**src/rtl/cache_pkg.sv**
```systemverilog
// Shared parameters, field positions, FSM encodings and entry helpers for the
// 4-way cache write-side controller.
package cache_pkg;
    localparam int WAYS            = 4;
    localparam int LINE_SIZE_BYTES = 4;
    localparam int OFF_BITS        = $clog2(LINE_SIZE_BYTES);
    localparam int TAG_BITS        = 18;
    localparam int INDEX_BITS      = 12;
    localparam int DATA_W          = LINE_SIZE_BYTES * 8;
    localparam int ADDR_BITS       = TAG_BITS + INDEX_BITS + OFF_BITS;
    localparam int ENTRY_W         = 3 + TAG_BITS + DATA_W;

    localparam int DATA_LSB  = 0;
    localparam int TAG_LSB   = DATA_W;
    localparam int DIRTY_BIT = TAG_LSB + TAG_BITS;
    localparam int LRU_BIT   = DIRTY_BIT + 1;
    localparam int VALID_BIT = LRU_BIT + 1;

    typedef logic [2:0] state_t;
    localparam state_t ST_IDLE      = 3'd0;
    localparam state_t ST_READ      = 3'd1;
    localparam state_t ST_WB_REQ    = 3'd2;
    localparam state_t ST_FILL_REQ  = 3'd3;
    localparam state_t ST_FILL_WAIT = 3'd4;
    localparam state_t ST_WRITE     = 3'd5;

    typedef struct packed {
        logic                valid;
        logic                lru;
        logic                dirty;
        logic [TAG_BITS-1:0] tag;
        logic [DATA_W-1:0]   data;
    } entry_t;

    function automatic entry_t unpack_entry(input logic [ENTRY_W-1:0] raw);
        entry_t e;
        e.valid = raw[VALID_BIT];
        e.lru   = raw[LRU_BIT];
        e.dirty = raw[DIRTY_BIT];
        e.tag   = raw[TAG_LSB +: TAG_BITS];
        e.data  = raw[DATA_LSB +: DATA_W];
        return e;
    endfunction

    function automatic logic [ENTRY_W-1:0] pack_entry(input entry_t e);
        logic [ENTRY_W-1:0] raw;
        raw                        = '0;
        raw[VALID_BIT]             = e.valid;
        raw[LRU_BIT]               = e.lru;
        raw[DIRTY_BIT]             = e.dirty;
        raw[TAG_LSB +: TAG_BITS]   = e.tag;
        raw[DATA_LSB +: DATA_W]    = e.data;
        return raw;
    endfunction

    // Lowest set bit wins; an all-zero vector yields zero.
    function automatic logic [WAYS-1:0] lowest_one(input logic [WAYS-1:0] v);
        logic [WAYS-1:0] r;
        r = '0;
        for (int i = WAYS - 1; i >= 0; i--) begin
            if (v[i]) begin
                r    = '0;
                r[i] = 1'b1;
            end
        end
        return r;
    endfunction
endpackage

```
**src/rtl/way_victim_sel.sv**
```systemverilog
// Tag compare and victim choice across the four ways of one set; purely
// combinational, evaluated on the entries as they come back from the array.
module way_victim_sel
    import cache_pkg::*;
(
    input  logic [WAYS-1:0]                valid_vec,
    input  logic [WAYS-1:0]                lru_vec,
    input  logic [WAYS-1:0]                dirty_vec,
    input  logic [WAYS-1:0][TAG_BITS-1:0]  tags,
    input  logic [TAG_BITS-1:0]            req_tag,
    output logic [WAYS-1:0]                hit_oh,
    output logic                           hit,
    output logic [WAYS-1:0]                victim_oh,
    output logic                           victim_dirty,
    output logic                           others_lru_set
);
    logic [WAYS-1:0] hit_vec;
    logic [WAYS-1:0] target_oh;

    always_comb begin
        hit_vec = '0;
        for (int w = 0; w < WAYS; w++) begin
            hit_vec[w] = valid_vec[w] && (tags[w] == req_tag);
        end
    end

    assign hit    = |hit_vec;
    assign hit_oh = lowest_one(hit_vec);

    always_comb begin
        victim_oh = '0;
        if (!(&valid_vec)) begin
            victim_oh = lowest_one(~valid_vec);
        end else if (!(&lru_vec)) begin
            victim_oh = lowest_one(~lru_vec);
        end else begin
            victim_oh[0] = 1'b1;
        end
    end

    // An invalid victim carries nothing worth writing back.
    assign victim_dirty   = |(victim_oh & valid_vec & dirty_vec);
    assign target_oh      = hit ? hit_oh : victim_oh;
    assign others_lru_set = &(target_oh | ~valid_vec | lru_vec);
endmodule

```
**src/rtl/cache_way_writer.sv**
```systemverilog
// Write-side controller: one load/store per pass, tag compare, optional dirty
// write-back and line fill, then a single packed entry write into the chosen way.
//
// state     | meaning
// ----------+--------------------------------------------------------------
// IDLE      | ready for a request; accept pulses the array read
// READ      | entries arrive; latch target way, hit and victim info
// WB_REQ    | write dirty victim line to memory, hold until ready
// FILL_REQ  | request the missing line from memory, hold until ready
// FILL_WAIT | wait for fill data
// WRITE     | one-hot way write, o_done pulse, LRU clear of the other ways
module cache_way_writer
    import cache_pkg::*;
(
    input  logic                       i_clk,
    input  logic                       i_rst_n,
    input  logic                       i_req_valid,
    output logic                       o_req_ready,
    input  logic                       i_req_write,
    input  logic [TAG_BITS-1:0]        i_req_tag,
    input  logic [INDEX_BITS-1:0]      i_req_index,
    input  logic [DATA_W-1:0]          i_req_wdata,
    input  logic [LINE_SIZE_BYTES-1:0] i_req_be,
    output logic                       o_rd_en,
    output logic [INDEX_BITS-1:0]      o_rd_index,
    input  logic [ENTRY_W-1:0]         i_way_0,
    input  logic [ENTRY_W-1:0]         i_way_1,
    input  logic [ENTRY_W-1:0]         i_way_2,
    input  logic [ENTRY_W-1:0]         i_way_3,
    output logic [WAYS-1:0]            o_way_we,
    output logic [INDEX_BITS-1:0]      o_way_index,
    output logic [ENTRY_W-1:0]         o_way_entry,
    output logic [WAYS-1:0]            o_lru_clr,
    output logic                       o_mem_req_valid,
    input  logic                       i_mem_req_ready,
    output logic                       o_mem_req_write,
    output logic [ADDR_BITS-1:0]       o_mem_addr,
    output logic [DATA_W-1:0]          o_mem_wdata,
    input  logic                       i_mem_rdata_valid,
    input  logic [DATA_W-1:0]          i_mem_rdata,
    output logic                       o_done,
    output logic [DATA_W-1:0]          o_rdata
);
    state_t state, state_nx;

    logic                       req_write_q;
    logic [TAG_BITS-1:0]        tag_q;
    logic [INDEX_BITS-1:0]      idx_q;
    logic [DATA_W-1:0]          wdata_q;
    logic [LINE_SIZE_BYTES-1:0] be_q;
    logic [WAYS-1:0]            tgt_oh_q;
    logic                       hit_q;
    logic                       lru_ok_q;
    logic [TAG_BITS-1:0]        old_tag_q;
    logic [DATA_W-1:0]          old_data_q;
    logic                       old_dirty_q;
    logic [DATA_W-1:0]          fill_q;

    entry_t [WAYS-1:0]               live_e;
    logic [WAYS-1:0]                 live_valid, live_lru, live_dirty;
    logic [WAYS-1:0][TAG_BITS-1:0]   live_tag;
    logic [WAYS-1:0]                 sel_hit_oh, sel_victim_oh, tgt_nx;
    logic                            sel_hit, sel_victim_dirty, sel_lru_ok;
    logic [TAG_BITS-1:0]             tgt_tag;
    logic [DATA_W-1:0]               tgt_data;
    logic                            tgt_dirty;
    logic                            accept;
    logic [DATA_W-1:0]               base, merged;
    entry_t                          new_e;

    always_comb begin
        live_e[0] = unpack_entry(i_way_0);
        live_e[1] = unpack_entry(i_way_1);
        live_e[2] = unpack_entry(i_way_2);
        live_e[3] = unpack_entry(i_way_3);
        for (int w = 0; w < WAYS; w++) begin
            live_valid[w] = live_e[w].valid;
            live_lru[w]   = live_e[w].lru;
            live_dirty[w] = live_e[w].dirty;
            live_tag[w]   = live_e[w].tag;
        end
    end

    way_victim_sel u_sel (
        .valid_vec      (live_valid),
        .lru_vec        (live_lru),
        .dirty_vec      (live_dirty),
        .tags           (live_tag),
        .req_tag        (tag_q),
        .hit_oh         (sel_hit_oh),
        .hit            (sel_hit),
        .victim_oh      (sel_victim_oh),
        .victim_dirty   (sel_victim_dirty),
        .others_lru_set (sel_lru_ok)
    );

    assign tgt_nx = sel_hit ? sel_hit_oh : sel_victim_oh;

    always_comb begin
        tgt_tag   = '0;
        tgt_data  = '0;
        tgt_dirty = 1'b0;
        for (int w = 0; w < WAYS; w++) begin
            if (tgt_nx[w]) begin
                tgt_tag   = live_e[w].tag;
                tgt_data  = live_e[w].data;
                tgt_dirty = live_e[w].dirty;
            end
        end
    end

    assign accept = (state == ST_IDLE) && i_req_valid;

    always_comb begin
        state_nx = state;
        case (state)
            ST_IDLE:      if (i_req_valid) state_nx = ST_READ;
            ST_READ: begin
                if (sel_hit)               state_nx = ST_WRITE;
                else if (sel_victim_dirty) state_nx = ST_WB_REQ;
                else                       state_nx = ST_FILL_REQ;
            end
            ST_WB_REQ:    if (i_mem_req_ready)   state_nx = ST_FILL_REQ;
            ST_FILL_REQ:  if (i_mem_req_ready)   state_nx = ST_FILL_WAIT;
            ST_FILL_WAIT: if (i_mem_rdata_valid) state_nx = ST_WRITE;
            ST_WRITE:     state_nx = ST_IDLE;
            default:      state_nx = ST_IDLE;
        endcase
    end

    always_ff @(posedge i_clk or negedge i_rst_n) begin
        if (!i_rst_n) begin
            state       <= ST_IDLE;
            req_write_q <= 1'b0;
            tag_q       <= '0;
            idx_q       <= '0;
            wdata_q     <= '0;
            be_q        <= '0;
            tgt_oh_q    <= '0;
            hit_q       <= 1'b0;
            lru_ok_q    <= 1'b0;
            old_tag_q   <= '0;
            old_data_q  <= '0;
            old_dirty_q <= 1'b0;
            fill_q      <= '0;
        end else begin
            state <= state_nx;
            if (accept) begin
                req_write_q <= i_req_write;
                tag_q       <= i_req_tag;
                idx_q       <= i_req_index;
                wdata_q     <= i_req_wdata;
                be_q        <= i_req_be;
            end
            if (state == ST_READ) begin
                tgt_oh_q    <= tgt_nx;
                hit_q       <= sel_hit;
                lru_ok_q    <= sel_lru_ok;
                old_tag_q   <= tgt_tag;
                old_data_q  <= tgt_data;
                old_dirty_q <= tgt_dirty;
            end
            if ((state == ST_FILL_WAIT) && i_mem_rdata_valid) begin
                fill_q <= i_mem_rdata;
            end
        end
    end

    always_comb begin
        base   = hit_q ? old_data_q : fill_q;
        merged = base;
        for (int b = 0; b < LINE_SIZE_BYTES; b++) begin
            if (req_write_q && be_q[b]) merged[b*8 +: 8] = wdata_q[b*8 +: 8];
        end
        new_e.valid = 1'b1;
        new_e.lru   = 1'b1;
        new_e.dirty = req_write_q | (hit_q & old_dirty_q);
        new_e.tag   = tag_q;
        new_e.data  = merged;
    end

    // Outputs are zeroed outside their owning state so reset leaves them all quiet.
    assign o_req_ready     = (state == ST_IDLE);
    assign o_rd_en         = accept;
    assign o_rd_index      = accept ? i_req_index : '0;
    assign o_done          = (state == ST_WRITE);
    assign o_way_we        = o_done ? tgt_oh_q : '0;
    assign o_way_index     = o_done ? idx_q : '0;
    assign o_way_entry     = o_done ? pack_entry(new_e) : '0;
    assign o_rdata         = o_done ? merged : '0;
    assign o_lru_clr       = (o_done && lru_ok_q) ? ~tgt_oh_q : '0;
    assign o_mem_req_valid = (state == ST_WB_REQ) || (state == ST_FILL_REQ);
    assign o_mem_req_write = (state == ST_WB_REQ);
    assign o_mem_wdata     = (state == ST_WB_REQ) ? old_data_q : '0;

    always_comb begin
        o_mem_addr = '0;
        if (state == ST_WB_REQ)   o_mem_addr = {old_tag_q, idx_q, {OFF_BITS{1'b0}}};
        if (state == ST_FILL_REQ) o_mem_addr = {tag_q, idx_q, {OFF_BITS{1'b0}}};
    end
endmodule

```
**config.mk**
```make
export PLATFORM = sky130hd
export DESIGN_NAME = cache_way_writer
export DESIGN_NICKNAME = d
export VERILOG_FILES = /design/src/rtl/cache_pkg.sv /design/src/rtl/way_victim_sel.sv /design/src/rtl/cache_way_writer.sv
export SDC_FILE = /design/constraint.sdc
export NUM_CORES = 1
export LEC_CHECK = 0
export ABC_AREA = 1
export ABC_CLOCK_PERIOD_IN_PS = 1700
export BUFFER_PORTS_ARGS = -buffer_cell sky130_fd_sc_hd__buf_4
export CAP_MARGIN = 10
export CELL_PAD_IN_SITES_DETAIL_PLACEMENT = 1
export CELL_PAD_IN_SITES_GLOBAL_PLACEMENT = 1
export CORE_ASPECT_RATIO = 0.7
export CORE_MARGIN = 3
export CORE_UTILIZATION = 29
export DETAILED_ROUTE_END_ITERATION = 10
export PLACE_DENSITY_LB_ADDON = 0.15
export SYNTH_ARGS = -nofsm -noshare
export SYNTH_HDL_FRONTEND = slang
export SYNTH_SLANG_ARGS = --single-unit
```
**constraint.sdc**
```tcl
create_clock -name i_clk -period 1.7 [get_ports i_clk]
set_input_delay 0.085 -clock i_clk [delete_from_list [all_inputs] [get_ports i_clk]]
set_output_delay 0.085 -clock i_clk [all_outputs]
set_load 0.03 [all_outputs]
```
==> flow_metrics.py <==
metrics = {
    "placement": {
        "hpwlAfterDp_mm": 54.1,
        "gp_routability_congestion": 0.986,
        "preCtsSetupSlack_ns": -0.924,
        "port_buffers": 499,
        "placed_cells": 2927,
    },
    "critical_path": {
        "critPathLaunchType": "flop",
        "cp.required_ns": 2.05,
        "crit_path_end_kind": "flop",
        "critical_path.n_buffers_inverters": 3,
        "worstPathArrival_ns": 2.87,
        "path_common_cell": "sky130_fd_sc_hd__nand2_1",
        "critical_path.cell_chain": "nand2_1 > nand2_1 > nor2_1 > nand2_1 > nor2_2 > nand3_4 > buf_6 > nand2_4 > inv_8 > buf_6 > nand3_1 > nand2_1 > nand3b_1 > nand2_1 > nand2_1",
        "slowest_stage": "sky130_fd_sc_hd__dfrtp_1",
        "slowest_delay_ns": 0.42,
        "family_of_cells_with_the_greatest_summed_delay_on_the_critical_path": "simple AND/OR/NAND/NOR gates",
        "worstSetupPathType": "reg -> reg",
        "crit_path_max_fanout": 7,
    },
    "power": {
        "power_per_cell_area_nw_per_um2": 1480,
        "static-leakage-power_nw": 12.3,
        "clock_power_share_pct": 11.7,
        "p_switching_mw": 19.3,
        "p_seq_share_pct": 20.4,
        "power.switching_fraction_pct": 53.3,
        "power_report.internal_total_mw": 16.9,
        "power.combinational.fraction_pct": 67.8,
        "irDropWorstVdd_uv": 900,
    },
    "sta": {
        "count_of_final_setup_violators": 313,
        "post-route-period-util_pct": 149,
        "rsz0062_at_grt": "yes",
        "report.final.hold_viol_count": 0,
        "fin_worst_skew_ns": 0.0249,
        "achievable-frequency_mhz": 396,
        "final_critical_path_setup_slack_ns": -0.827,
        "max_slew.worst_pin.slew_ns": 0.768,
        "fin_setup_tns_ns": -118.34,
        "report.final.slew_viol_count": 0,
        "post-route-min-period_ns": 2.53,
        "max_slew_margin_pct": 48.4,
    },
    "die": {
        "fp.dieH_um": 174,
        "ios": 502,
        "die_area_um2": 42600,
        "floorplan.initialDensity_pct": 29.8,
        "die_boundary_width_um": 245,
        "core.rowCount": 60,
        "fp.coreArea_um2": 39000,
    },
    "logic_synthesis": {
        "synthTopCellsByArea": "sky130_fd_sc_hd__dfrtp_1, sky130_fd_sc_hd__nand2_1, sky130_fd_sc_hd__inv_1, sky130_fd_sc_hd__nor2_1, sky130_fd_sc_hd__nand3_1",
        "synth_top_area_cell": "sky130_fd_sc_hd__dfrtp_1",
        "postSynthCellCount": 1864,
        "synth_cell_types": 39,
        "yosys_register_bits": 159,
        "syn-mean-instance-area_um2": 6.24,
        "mappedNetlistArea_um2": 11600,
        "synth_seq_area_share_pct": 34.2,
        "synth_top_cell_area_share_pct": 34.2,
        "synth-warning-count": 0,
    },
    "routing": {
        "detailedRoute.firstPassIterationCount": 5,
        "antenna_violating_nets_post_route": 0,
        "totalWireLength_mm": 99.3,
        "remaining_drc_errors": 0,
        "vias_per_cell": 5.59,
        "num_vias": 18472,
        "wl_per_cell_um": 30.1,
        "initialDrtViolationCount": 1786,
    },
    "grt": {
        "groute.usage.overall_pct": 37.5,
        "groute.layer.met2.usage_pct": 61.1,
        "first_global_vias": 18081,
        "global_route.peak_usage_layer": "met2",
        "global_route.usage.met3_pct": 8.83,
        "use_met1_pct": 48.5,
        "grt_antenna_before_repair": 16,
        "largest_net_degree_at_the_start_of_global_routing": 48,
        "global_route_wire_length_before_repair_mm": 119,
        "overflow": 0,
    },
    "cts": {
        "cts_htree_levels": 4,
        "cts_tree": "built",
        "cts-buffers-inserted": 17,
        "count_of_clock_tree_sinks": 159,
        "clock_latency_ns": 0.49,
        "max-clock-path-buffers": 2,
        "ctsRootBufferMaster": "sky130_fd_sc_hd__clkbuf_16",
        "path_clk_slew_ns": 0.08,
    },
    "outcome": {
        "violations_in_the_final_reports": "setup timing",
        "status": "complete, but fails checks",
    },
    "hold_path": {
        "hold_class": "in -> reg",
    },
    "cells_and_area": {
        "area.growth.synth_to_final_pct": 109,
        "post_route_cells_drive_above_1_share_pct": 44.7,
        "final_net_count": 3064,
        "instances_no_fill": 3302,
    },
    "run": {
        "drv_cap": 0,
    },
}
==> power groups by stage <==
stage / clock network (mW) / logic [mW] / registers (mW)
finish: 4.25 / 24.5 / 7.38
global route: 4.37 / 25.5 / 7.47
CTS: 4.12 / 20.6 / 6.75
detailed placement: 0 / 17.3 / 6.78
global placement: 0 / 17.0 / 6.68
floorplan: 0 / 10.3 / 6.42
==> synth_stat cells, drive strengths merged <==
master,count
o211ai,1
nand2,691
nand3,127
and2,3
clkinv,1
nand3b,34
a31oi,2
dfrtp,159
o31ai,1
nor2,186
nand4,32
o22ai,16
nor3b,2
o21ai,132
buf,73
nor4,1
xnor2,6
and3,1
conb,1
o221ai,1
inv,247
o21bai,13
a21oi,41
or2,3
mux2,32
clkbuf,54
o21a,2
xor2,2
==> per-layer routing <==
layer / wire [um] / share of wire (%)
met5: 37 / 0.037
met4: 6470 / 6.5
met3: 9710 / 9.8
met2: 45600 / 46
met1: 37500 / 38
==> path summary, 6_finish.rpt <==
path	startpoint	to	slack, ns	depth (start not counted)
max	tag_q[8]	old_data_q[22]	-0.83	15
min	i_req_index[10]	idx_q[10]	0.008	4
max reg2reg	tag_q[8]	old_data_q[22]	-0.83	15
min reg2reg	old_data_q[7]	old_data_q[7]	0.50	2
max in group asynchronous	i_rst_n	fill_q[5]	0.78	3
min in group asynchronous	i_rst_n	fill_q[21]	0.14	2
==> cell families after synthesis <==
logic type / share of synthesized area [%]
other: 0.0322
XOR/XNOR: 0.602
multiplexers: 3.10
buffers and inverters: 14.1
flip-flops: 34.2
AO/OA/AOI/OAI: 9.58
AND/OR/NAND/NOR: 38.4
==> metrics by stage <==
step / total power, mW / util (%) / hold WS, ns / area, um^2
2_1_floorplan: 16.7 / - / -0.211 / 12500
3_3_place_gp: 23.7 / 45.1 / 0.0836 / 17600
3_5_place_dp: 24.1 / 45.1 / 0.0859 / 17600
4_1_cts: 31.5 / 57.4 / 0.00141 / 22400
5_1_grt: 37.3 / 62.3 / 0.0144 / 24300
6_report: 36.1 / 62.3 / 0.00822 / 24300
==> state kept, by name, indices dropped and copies added (netlist names), 3 cells and up <==
signal and cells:
be_q 4, wdata_q 32, idx_q 12, old_tag_q 18, old_data_q 32, fill_q 32
tgt_oh_q 4, state 3, tag_q 18
==> timing repair <==
| item | 4_1_cts | 5_1_grt |
|---|---|---|
| pin swaps | 42 | 77 |
| endpoints found under the setup margin | 243 | 262 |
| hold buffers | 218 | 0 |
| gates resized for setup | 319 | 344 |
| setup buffers | 45 | 45 |
| gates cloned | 20 | 16 |
| hold endpoints to repair | 188 | 0 |
==> cell usage in the layout, fill, tap and decap left out, types with 56 or more instances in the layout <==
master                            n
sky130_fd_sc_hd__nor2_4          67
sky130_fd_sc_hd__buf_6          152
sky130_fd_sc_hd__dlygate4sd3_1  218
sky130_fd_sc_hd__buf_4          538
sky130_fd_sc_hd__nand3_1        109
sky130_fd_sc_hd__nand2_2         79
sky130_fd_sc_hd__o21ai_0         56
sky130_fd_sc_hd__nand2_1        579
sky130_fd_sc_hd__inv_1          217
sky130_fd_sc_hd__dfrtp_1        148
sky130_fd_sc_hd__nor2_1          88
==> tightest hold or removal path, cell delays in order <==
cell and delay [ns]:
sky130_fd_sc_hd__buf_4 0.08, sky130_fd_sc_hd__inv_1 0.06, sky130_fd_sc_hd__nor2_4 0.12, sky130_fd_sc_hd__o21bai_1 0.11
==> area by class of cell <==
type,count,area (um^2)
antenna,14,35.0
multi-input combinational,1332,8330
sequential,159,3990
clock buffer,17,425
fill,4621,14700
timing repair buffer,989,9740
clock inverter,15,164
inverter,248,978
timing repair inverter,1,11.3
tap,527,659
No activity file was read; power rests on OpenSTA's default activity.
